--- config.mk ---
export PLATFORM = sky130hd
export DESIGN_NAME = serial_adder
export DESIGN_NICKNAME = d
export VERILOG_FILES = /design/src/rtl/serial_adder_pkg.sv /design/src/rtl/full_adder.sv /design/src/rtl/serial_adder.sv
export SDC_FILE = /design/constraint.sdc
export NUM_CORES = 1
export LEC_CHECK = 0
export BUFFER_PORTS_ARGS = -buffer_cell sky130_fd_sc_hd__buf_2
export CAP_MARGIN = 20
export CORE_ASPECT_RATIO = 1.1
export CORE_MARGIN = 5
export CORE_UTILIZATION = 25
export CTS_BUF_LIST = sky130_fd_sc_hd__clkbuf_8
export DETAILED_ROUTE_END_ITERATION = 10
export SLEW_MARGIN = 20
export SYNTH_ARGS = -nofsm -noshare
export SYNTH_HDL_FRONTEND = slang
export SYNTH_SLANG_ARGS = --single-unit
--- constraint.sdc ---
create_clock -name clk -period 4.4 [get_ports clk]
set_clock_uncertainty 0.15 [all_clocks]
set_input_delay 0.66 -clock clk [delete_from_list [all_inputs] [get_ports clk]]
set_output_delay 0.66 -clock clk [all_outputs]
set_load 0.02 [all_outputs]
--- src/rtl/serial_adder_pkg.sv ---
// -----------------------------------------------------------------------------
// serial_adder_pkg
//   Shared definitions for the bit-serial adder:
//     state_e    - controller state encodings (IDLE=0, RUN=1, DONE=2)
//     cnt_width  - constant function sizing the bit counter so it can hold
//                  WIDTH-1, never narrower than one bit
// -----------------------------------------------------------------------------
package serial_adder_pkg;

  typedef enum logic [1:0] {
    IDLE = 2'd0,
    RUN  = 2'd1,
    DONE = 2'd2
  } state_e;

  // $clog2(1) is 0, which would give a zero-width counter for WIDTH=1.
  function automatic int cnt_width(input int width);
    if (width <= 2) return 1;
    return $clog2(width);
  endfunction

endpackage

--- src/rtl/full_adder.sv ---
// -----------------------------------------------------------------------------
// full_adder
//   One-bit full-adder cell, reused unchanged by serial_adder.
//   Ports:
//     A, B  - operand bits
//     Cin   - carry in
//     Sum   - A ^ B ^ Cin
//     Cout  - majority(A, B, Cin)
// -----------------------------------------------------------------------------
module full_adder (
  input  logic A,
  input  logic B,
  input  logic Cin,
  output logic Sum,
  output logic Cout
);

  assign Sum  = A ^ B ^ Cin;
  assign Cout = (A & B) | (A & Cin) | (B & Cin);

endmodule

--- src/rtl/serial_adder.sv ---
// -----------------------------------------------------------------------------
// serial_adder
//   Bit-serial adder: one full-adder cell processes one operand bit pair per
//   clock, LSB first, with the carry held in a flop. Produces
//   {cout,sum} = a + b + cin after WIDTH cycles.
//   Ports:
//     clk    - rising-edge clock
//     rst_n  - asynchronous active-low reset
//     start  - load a/b/cin and begin; honoured only when not busy
//     a, b   - WIDTH-bit operands, captured on the accepting edge
//     cin    - carry in, captured on the accepting edge
//     busy   - high while bits are being processed
//     done   - one-cycle pulse when sum/cout hold a new result
//     sum    - WIDTH-bit result, held until the next result
//     cout   - carry out of the MSB, held until the next result
// -----------------------------------------------------------------------------
module serial_adder
  import serial_adder_pkg::*;
#(
  parameter int WIDTH = 8
) (
  input  logic             clk,
  input  logic             rst_n,
  input  logic             start,
  input  logic [WIDTH-1:0] a,
  input  logic [WIDTH-1:0] b,
  input  logic             cin,
  output logic             busy,
  output logic             done,
  output logic [WIDTH-1:0] sum,
  output logic             cout
);

  localparam int             CW   = cnt_width(WIDTH);
  localparam logic [CW-1:0]  LAST = CW'(WIDTH - 1);

  state_e           state_q, state_d;
  logic [WIDTH-1:0] sa_q, sa_d;
  logic [WIDTH-1:0] sb_q, sb_d;
  logic [WIDTH-1:0] acc_q, acc_d;     // sum bits collected so far, MSB-first fill
  logic [WIDTH-1:0] sum_q, sum_d;
  logic             carry_q, carry_d;
  logic             cout_q, cout_d;
  logic [CW-1:0]    cnt_q, cnt_d;
  logic             fa_sum, fa_cout;

  full_adder u_fa (
    .A    (sa_q[0]),
    .B    (sb_q[0]),
    .Cin  (carry_q),
    .Sum  (fa_sum),
    .Cout (fa_cout)
  );

  always_comb begin
    // NOTE: every signal gets a hold-value default first so no path through
    // the case statement leaves one unassigned, which would infer a latch.
    state_d = state_q;
    sa_d    = sa_q;
    sb_d    = sb_q;
    acc_d   = acc_q;
    sum_d   = sum_q;
    carry_d = carry_q;
    cout_d  = cout_q;
    cnt_d   = cnt_q;

    unique case (state_q)
      IDLE, DONE: begin
        if (start) begin
          sa_d    = a;
          sb_d    = b;
          carry_d = cin;
          acc_d   = '0;
          cnt_d   = '0;
          state_d = RUN;
        end else begin
          state_d = IDLE;
        end
      end

      RUN: begin
        // New sum bit enters at the MSB; after WIDTH shifts bit 0 of the
        // result has travelled down to acc[0].
        acc_d           = acc_q >> 1;
        acc_d[WIDTH-1]  = fa_sum;
        sa_d            = sa_q >> 1;
        sb_d            = sb_q >> 1;
        carry_d         = fa_cout;
        cnt_d           = cnt_q + CW'(1);
        if (cnt_q == LAST) begin
          sum_d   = acc_d;
          cout_d  = fa_cout;
          state_d = DONE;
        end
      end

      default: state_d = IDLE;
    endcase
  end

  // NOTE: all state, datapath and output registers are reset so an aborted
  // operation leaves nothing stale behind and sum/cout read zero.
  always_ff @(posedge clk or negedge rst_n) begin
    if (!rst_n) begin
      state_q <= IDLE;
      sa_q    <= '0;
      sb_q    <= '0;
      acc_q   <= '0;
      sum_q   <= '0;
      carry_q <= 1'b0;
      cout_q  <= 1'b0;
      cnt_q   <= '0;
    end else begin
      // NOTE: non-blocking assignments so every register samples the
      // pre-edge values computed above, independent of statement order.
      state_q <= state_d;
      sa_q    <= sa_d;
      sb_q    <= sb_d;
      acc_q   <= acc_d;
      sum_q   <= sum_d;
      carry_q <= carry_d;
      cout_q  <= cout_d;
      cnt_q   <= cnt_d;
    end
  end

  assign busy = (state_q == RUN);
  assign done = (state_q == DONE);
  assign sum  = sum_q;
  assign cout = cout_q;

endmodule

==> impl_metrics.tcl, run 1 <==
set metrics [dict create \
    max-clock-path-buffers 2 \
    dpl.hpwl_um 2470 \
    place.gp.congestion 0.674 \
    cts.htree.levels 2 \
    synthToLayoutAreaGrowth_pct 15.7 \
    drt_iter0_markers 27 \
    worst_slew_pin_slew_ns 0.847 \
    cp_cell_sequence "buf_4, nor2b_1, buf_2" \
    mappedNetlistNets 178 \
    first_global_vias 1165 \
    slew_headroom_pct 43.5 \
    port-buffer-count 30 \
    synth.distinct_cells 23 \
    cts.repair.resized 0 \
    path_delay_family "flip-flops" \
    achievable-frequency_mhz 409 \
    route.final.wire_length_um 3580 \
    p_per_area_nw_per_um2 671 \
    synth.top_cells.by_area "sky130_fd_sc_hd__dfrtp_1 (49%), sky130_fd_sc_hd__mux2i_1 (8.7%), sky130_fd_sc_hd__mux2_4 (7.7%), sky130_fd_sc_hd__a211oi_1 (5.8%), sky130_fd_sc_hd__nor2b_1 (5.1%)" \
    drc 0 \
    setup.worst_path.start_class "flip-flop" \
    report.final.slew_viol_count 0 \
    timing.critical_path.fanout_max 32 \
    post_drt_via_cell_ratio 4.39 \
    gr-usage-met1_pct 10.9 \
    finish.utilization_pct 30.0 \
    cpPeakStageDelay_ns 0.69 \
    critical_path.n_buffers_inverters 2 \
    placement_rows 33 \
    finalWorstPathRequiredPeriod_ns 2.44 \
    finalSetupViolations 0 \
    max-cap-violations 0 \
    rsz0062_at_grt "no" \
    total_leakage_power_nw 0.991 \
    synth-seq-area-share_pct 48.8 \
    run_status "finished clean" \
    post-route-worst-setup-slack_ns 1.96 \
    dp_cells 281 \
    crit_type "flip-flop to primary output" \
    floorplan.initialDensity_pct 25.9 \
    post_synth_edffs 0 \
    postRouteAntennaNets 0 \
    grt_util_met3_pct 2.48 \
    synthMostInstantiatedCell "sky130_fd_sc_hd__dfrtp_1" \
    met2_usage_pct 11.5 \
    hold_slack_ns 0.327 \
    critical-path-slowest-cell "sky130_fd_sc_hd__dfrtp_1" \
    required_ns 3.59 \
    worst_path_arrival_time_ns 1.63 \
    design.die.area_sq_um 9660 \
    cts_tree "done" \
    cp-startpoint "state_q[0]$_DFFE_PN0P_" \
    ys_ff_latch 38 \
    path_clk_slew_ns 0.07 \
    final_layout_size_suffix_gt1_share_pct 33.2 \
    worstSkewPairLatency_ns 0.28 \
    synth_top_area_cell "sky130_fd_sc_hd__dfrtp_1" \
    worst_hold_path_type "input port to asynchronous set/reset pin" \
    yosys_warnings 0 \
    irDropWorstVdd_mv 0.265 \
    syn-instance-count 155 \
    fin_cells 289 \
    num_io_pins 31 \
    primary_ff_master_synth "sky130_fd_sc_hd__dfrtp_1" \
    post-cts-setup-buffer-count 0 \
    cts_root_buf "sky130_fd_sc_hd__clkbuf_8" \
    synth_common_cells "sky130_fd_sc_hd__dfrtp_1 (38), sky130_fd_sc_hd__mux2i_1 (17), sky130_fd_sc_hd__nor2b_1 (16)" \
    postCtsHoldBufs 0 \
    syn_area_sq_um 1950 \
    crit-reg2reg-launch "state_q[1]$_DFFE_PN0P_" \
    power.total_mw 1.51 \
    layout.filler_cells 802 \
    core_area_sq_um 7510 \
    rrSetupSlack_ns 2.57 \
    cts_buffers 5 \
    end_kind "primary output" \
    grt_antenna_before_repair 0 \
    rr_endpoint "cnt_q[2]$_DFFE_PN0P_" \
    fin_tns_setup_ns 0 \
    postLayoutCellArea_sq_um 2250 \
    num_vias 1269 \
    clock_sinks 38 \
    grt_first_pass_wirelength_um 5950 \
    dieWidth_um 94.2 \
    placed_cell_area_sq_um 2160 \
    grt_overflow_total 0 \
    track_usage_pct 7.87 \
    wl_per_cell_um 12.4 \
    chipHeight_um 103 \
    period_utilisation_layout_pct 55.5 \
    grt.busiest_layer "met2" \
    antenna_cells 0 \
    place_worst_setup_slack_ns 2.25 \
    seq_cell_area_sq_um 951 \
    async_reset_ff_share_pct 100 \
    top_area_cell_type_share_of_the_netlist_area_pct 48.8 \
    mean_cell_area_of_the_mapped_netlist_sq_um 12.6 \
    multi_input_comb_area_sq_um 903 \
    final_hold_viol_count 0 \
    first_pass_iters 4 \
    rr_worst_depth 3 \
    fin_nets 206 \
    pin_count_of_the_biggest_net_entering_global_routing 39 \
]
## worst max-delay path by stage
stage                       to  slack (ns)  cells after the start
final                     done        1.96                      3
after global routing      done        1.81                      3
after CTS                 done        1.93                      3
after detailed placement  done        2.25                      3
after global placement    done        2.27                      3
after floorplan           done        2.49                      4
## cell type report
class,instances,share of cell area (%)
timing repair buffer,32,7.33
clock inverter,2,0.388
inverter,2,0.555
clock buffer,6,3.66
sequential,38,42.2
multi-input combinational,104,40.1
tap,105,5.83
## state kept, by name, summed over array words and instances, names as in the netlist
register / count
cnt_q: 3
acc_q: 7
sb_q: 8
state_q: 2
carry_q: 1
sum: 8
cout: 1
sa_q: 8
## layer usage
metal,vias to the layer above,wire length [um],share of wire [%]
met5,-,0,0
met4,0,42,1.2
met3,5,149,4.2
met2,29,1570,44
met1,609,1810,51
li1,626,-,-
## report_power, final
| group | switching (mW) | internal (mW) | total (mW) | leakage, nW |
|---|---|---|---|---|
| combinational | 0.288 | 0.331 | 0.619 | 0.472 |
| clock | 0.119 | 0.124 | 0.244 | 0.0524 |
| sequential | 0.137 | 0.514 | 0.651 | 0.467 |
| total | 0.544 | 0.969 | 1.51 | 0.991 |
## layout by cell type, fill, tap and decap left out
master,synthesis,final
sky130_fd_sc_hd__dfrtp_1,38,38
sky130_fd_sc_hd__buf_2,5,30
sky130_fd_sc_hd__mux2i_1,17,17
sky130_fd_sc_hd__nor2b_1,16,16
sky130_fd_sc_hd__a211oi_1,15,15
sky130_fd_sc_hd__a21oi_1,15,15
sky130_fd_sc_hd__mux2_4,10,10
sky130_fd_sc_hd__a22o_1,9,9
sky130_fd_sc_hd__mux2_2,8,8
sky130_fd_sc_hd__clkbuf_8,0,6
sky130_fd_sc_hd__o21ai_0,4,4
sky130_fd_sc_hd__nand3_1,3,3
sky130_fd_sc_hd__inv_1,1,2
sky130_fd_sc_hd__ha_1,2,2
sky130_fd_sc_hd__buf_4,2,2
sky130_fd_sc_hd__nand2b_4,1,1
sky130_fd_sc_hd__inv_6,1,1
sky130_fd_sc_hd__nand2_8,1,1
sky130_fd_sc_hd__nor2_2,1,1
sky130_fd_sc_hd__nand2b_1,1,1
sky130_fd_sc_hd__fa_1,1,1
sky130_fd_sc_hd__clkinv_2,0,1
## kinds of logic after synthesis
kind of cell / Yosys count / synth area share, %
adder cells (fa/ha/maj): 3 / 2.31
multiplexers: 35 / 21.1
AND/OR/NAND/NOR: 23 / 8.29
flip-flops: 38 / 48.8
buffers and inverters: 13 / 4.82
AO/OA/AOI/OAI: 43 / 14.7
Note: power is estimated with default switching activity, not from simulation.
==> inputs of run 2 (changes only) <==
==> constraint.sdc (replaced) <==
create_clock -name clk -period 1.98 [get_ports clk]
set_clock_uncertainty 0.15 [all_clocks]
set_input_delay 0.297 -clock clk [delete_from_list [all_inputs] [get_ports clk]]
set_output_delay 0.297 -clock clk [all_outputs]
set_load 0.02 [all_outputs]
==> run 2 against run 1 <==
  * Register-to-register slack got worse by 2.2 ns
  * Final area grew 2.7%
  * Sequential cell count stayed put
  * Via count up 0.63%
  * Highest routed layer unchanged
  * Clock power increased by 120%
  * Die area stayed put
  * First-iteration DRC count down 3.7%
  * Power rose by 120%
  * Non-clock buffer count up 6
  * Sequential power grew 120%
==> impl_metrics.tcl, run 2 (synthesis results as in run 1) <==
set metrics [dict create \
    run_status "finished clean" \
    path_clk_slew_ns 0.08 \
    design.die.area_sq_um 9660 \
    num_vias 1277 \
    rr_worst_depth 4 \
    timing.critical_path.fanout_max 14 \
    post_drt_via_cell_ratio 4.33 \
    crit_type "flip-flop to primary output" \
    first_global_vias 1313 \
    achievable-frequency_mhz 557 \
    leading_cell_type_in_the_layout_fill_and_taps_excluded "sky130_fd_sc_hd__dfrtp_1" \
    rr_endpoint "cnt_q[2]$_DFFE_PN0P_" \
    layout_common_cells "sky130_fd_sc_hd__dfrtp_1 (38), sky130_fd_sc_hd__buf_2 (30), sky130_fd_sc_hd__mux2i_1 (17)" \
    grt_overflow_total 0 \
    worstSkewPairLatency_ns 0.29 \
    cts_tree "done" \
    place.gp.congestion 0.687 \
    cts.repair.resized 0 \
    placement_rows 33 \
    path_delay_family "flip-flops" \
    max-clock-path-buffers 2 \
    fin_cells 295 \
    chipHeight_um 103 \
    max-cap-violations 0 \
    placed_cell_area_sq_um 2210 \
    clock_sinks 38 \
    postCtsHoldBufs 1 \
    rrSetupSlack_ns 0.38 \
    cts_buffers 5 \
    drt_iter0_markers 26 \
    num_io_pins 31 \
    cp-startpoint "state_q[0]$_DFFE_PN0P_" \
    crit-reg2reg-launch "cnt_q[0]$_DFFE_PN0P_" \
    postRouteAntennaNets 0 \
    period_utilisation_layout_pct 90.7 \
    total_leakage_power_nw 1.02 \
    antenna_cells 0 \
    postLayoutCellArea_sq_um 2310 \
    hold_slack_ns 0.130 \
    path_depth 3 \
    p_per_area_nw_per_um2 1470 \
    required_ns 1.53 \
    critical_path_endpoint "busy" \
    grt_antenna_before_repair 0 \
    finalSetupViolations 0 \
    wl_per_cell_um 12.2 \
    cp_cell_sequence "nand2b_4, inv_6, buf_2" \
    report.final.slew_viol_count 0 \
    worst_path_arrival_time_ns 1.35 \
    place_worst_setup_slack_ns 0.391 \
    route.final.wire_length_um 3590 \
    cpPeakStageDelay_ns 0.67 \
    irDropWorstVdd_mv 0.578 \
    fin_tns_setup_ns 0 \
    finalWorstPathRequiredPeriod_ns 1.80 \
    rsz0062_at_grt "no" \
    port-buffer-count 30 \
    finish.utilization_pct 30.8 \
    final_layout_size_suffix_gt1_share_pct 34.7 \
    end_kind "primary output" \
    post-cts-setup-buffer-count 0 \
    synthToLayoutAreaGrowth_pct 18.8 \
    pin_count_of_the_biggest_net_entering_global_routing 35 \
    core_area_sq_um 7510 \
    slew_headroom_pct 49.8 \
    fin_nets 212 \
    post-route-worst-setup-slack_ns 0.183 \
    critical-path-slowest-cell "sky130_fd_sc_hd__dfrtp_1" \
    cts_root_buf "sky130_fd_sc_hd__clkbuf_8" \
    critical_path.n_buffers_inverters 2 \
    cts.htree.levels 2 \
    dp_cells 286 \
    setup.worst_path.start_class "flip-flop" \
    worst_hold_path_type "input port to flip-flop" \
    track_usage_pct 8.44 \
    power.total_mw 3.40 \
    dpl.hpwl_um 2540 \
    final_hold_viol_count 0 \
    first_pass_iters 4 \
    dieWidth_um 94.2 \
    floorplan.initialDensity_pct 25.9 \
    worst_slew_pin_slew_ns 0.753 \
    drc 0 \
    grt_first_pass_wirelength_um 6410 \
]
==> run 2: cell types whose count changed in the layout (fill, tap and decap cells not counted), sizes merged <==
cell	change
dlygate4sd3	+1
buf	+5
==> run 2: final cells by class <==
| cell class | instances | area (sq um) |
|---|---|---|
| clock inverter | 2 | 8.76 |
| sequential | 38 | 951 |
| fill | 801 | 5200 |
| inverter | 2 | 12.5 |
| clock buffer | 6 | 82.6 |
| timing repair buffer | 38 | 225 |
| multi-input combinational | 104 | 903 |
| tap | 105 | 131 |
==> run 2: power breakdown <==
| part | internal [mW] | switching [mW] |
|---|---|---|
| combinational | 0.765 | 0.646 |
| sequential | 1.14 | 0.300 |
| clock | 0.276 | 0.266 |
==> run 2: worst min path at each step <==
stage,end,cells after the start,slack [ns],from
global route,sa_q[2]$_DFFE_PN0P_,3,0.13,a[2]
finish,sb_q[3]$_DFFE_PN0P_,3,0.13,b[3]
floorplan,acc_q[1]$_DFFE_PN0P_,0,-0.15,rst_n
detailed placement,sum[0]$_DFFE_PN0P_,1,0.27,rst_n
global placement,sum[0]$_DFFE_PN0P_,1,0.26,rst_n
CTS,sb_q[5]$_DFFE_PN0P_,3,0.12,b[5]
==> run 2: worst register-to-register path: cells and delay by family (launching register included) <==
family                     cells  cell delay, ns
AOI/OAI and AO/OA              1            0.22
adders and majority gates      2            0.46
DFF                            1            0.40
muxes                          1            0.25
==> run 2: metal layers <==
layer	GRT usage, %	routed length (um)	up-vias
li1	-	-	637
met1	11.5	1780	597
met2	12.6	1590	35
met3	2.70	160	8
met4	3.00	55	0
met5	0	0	-
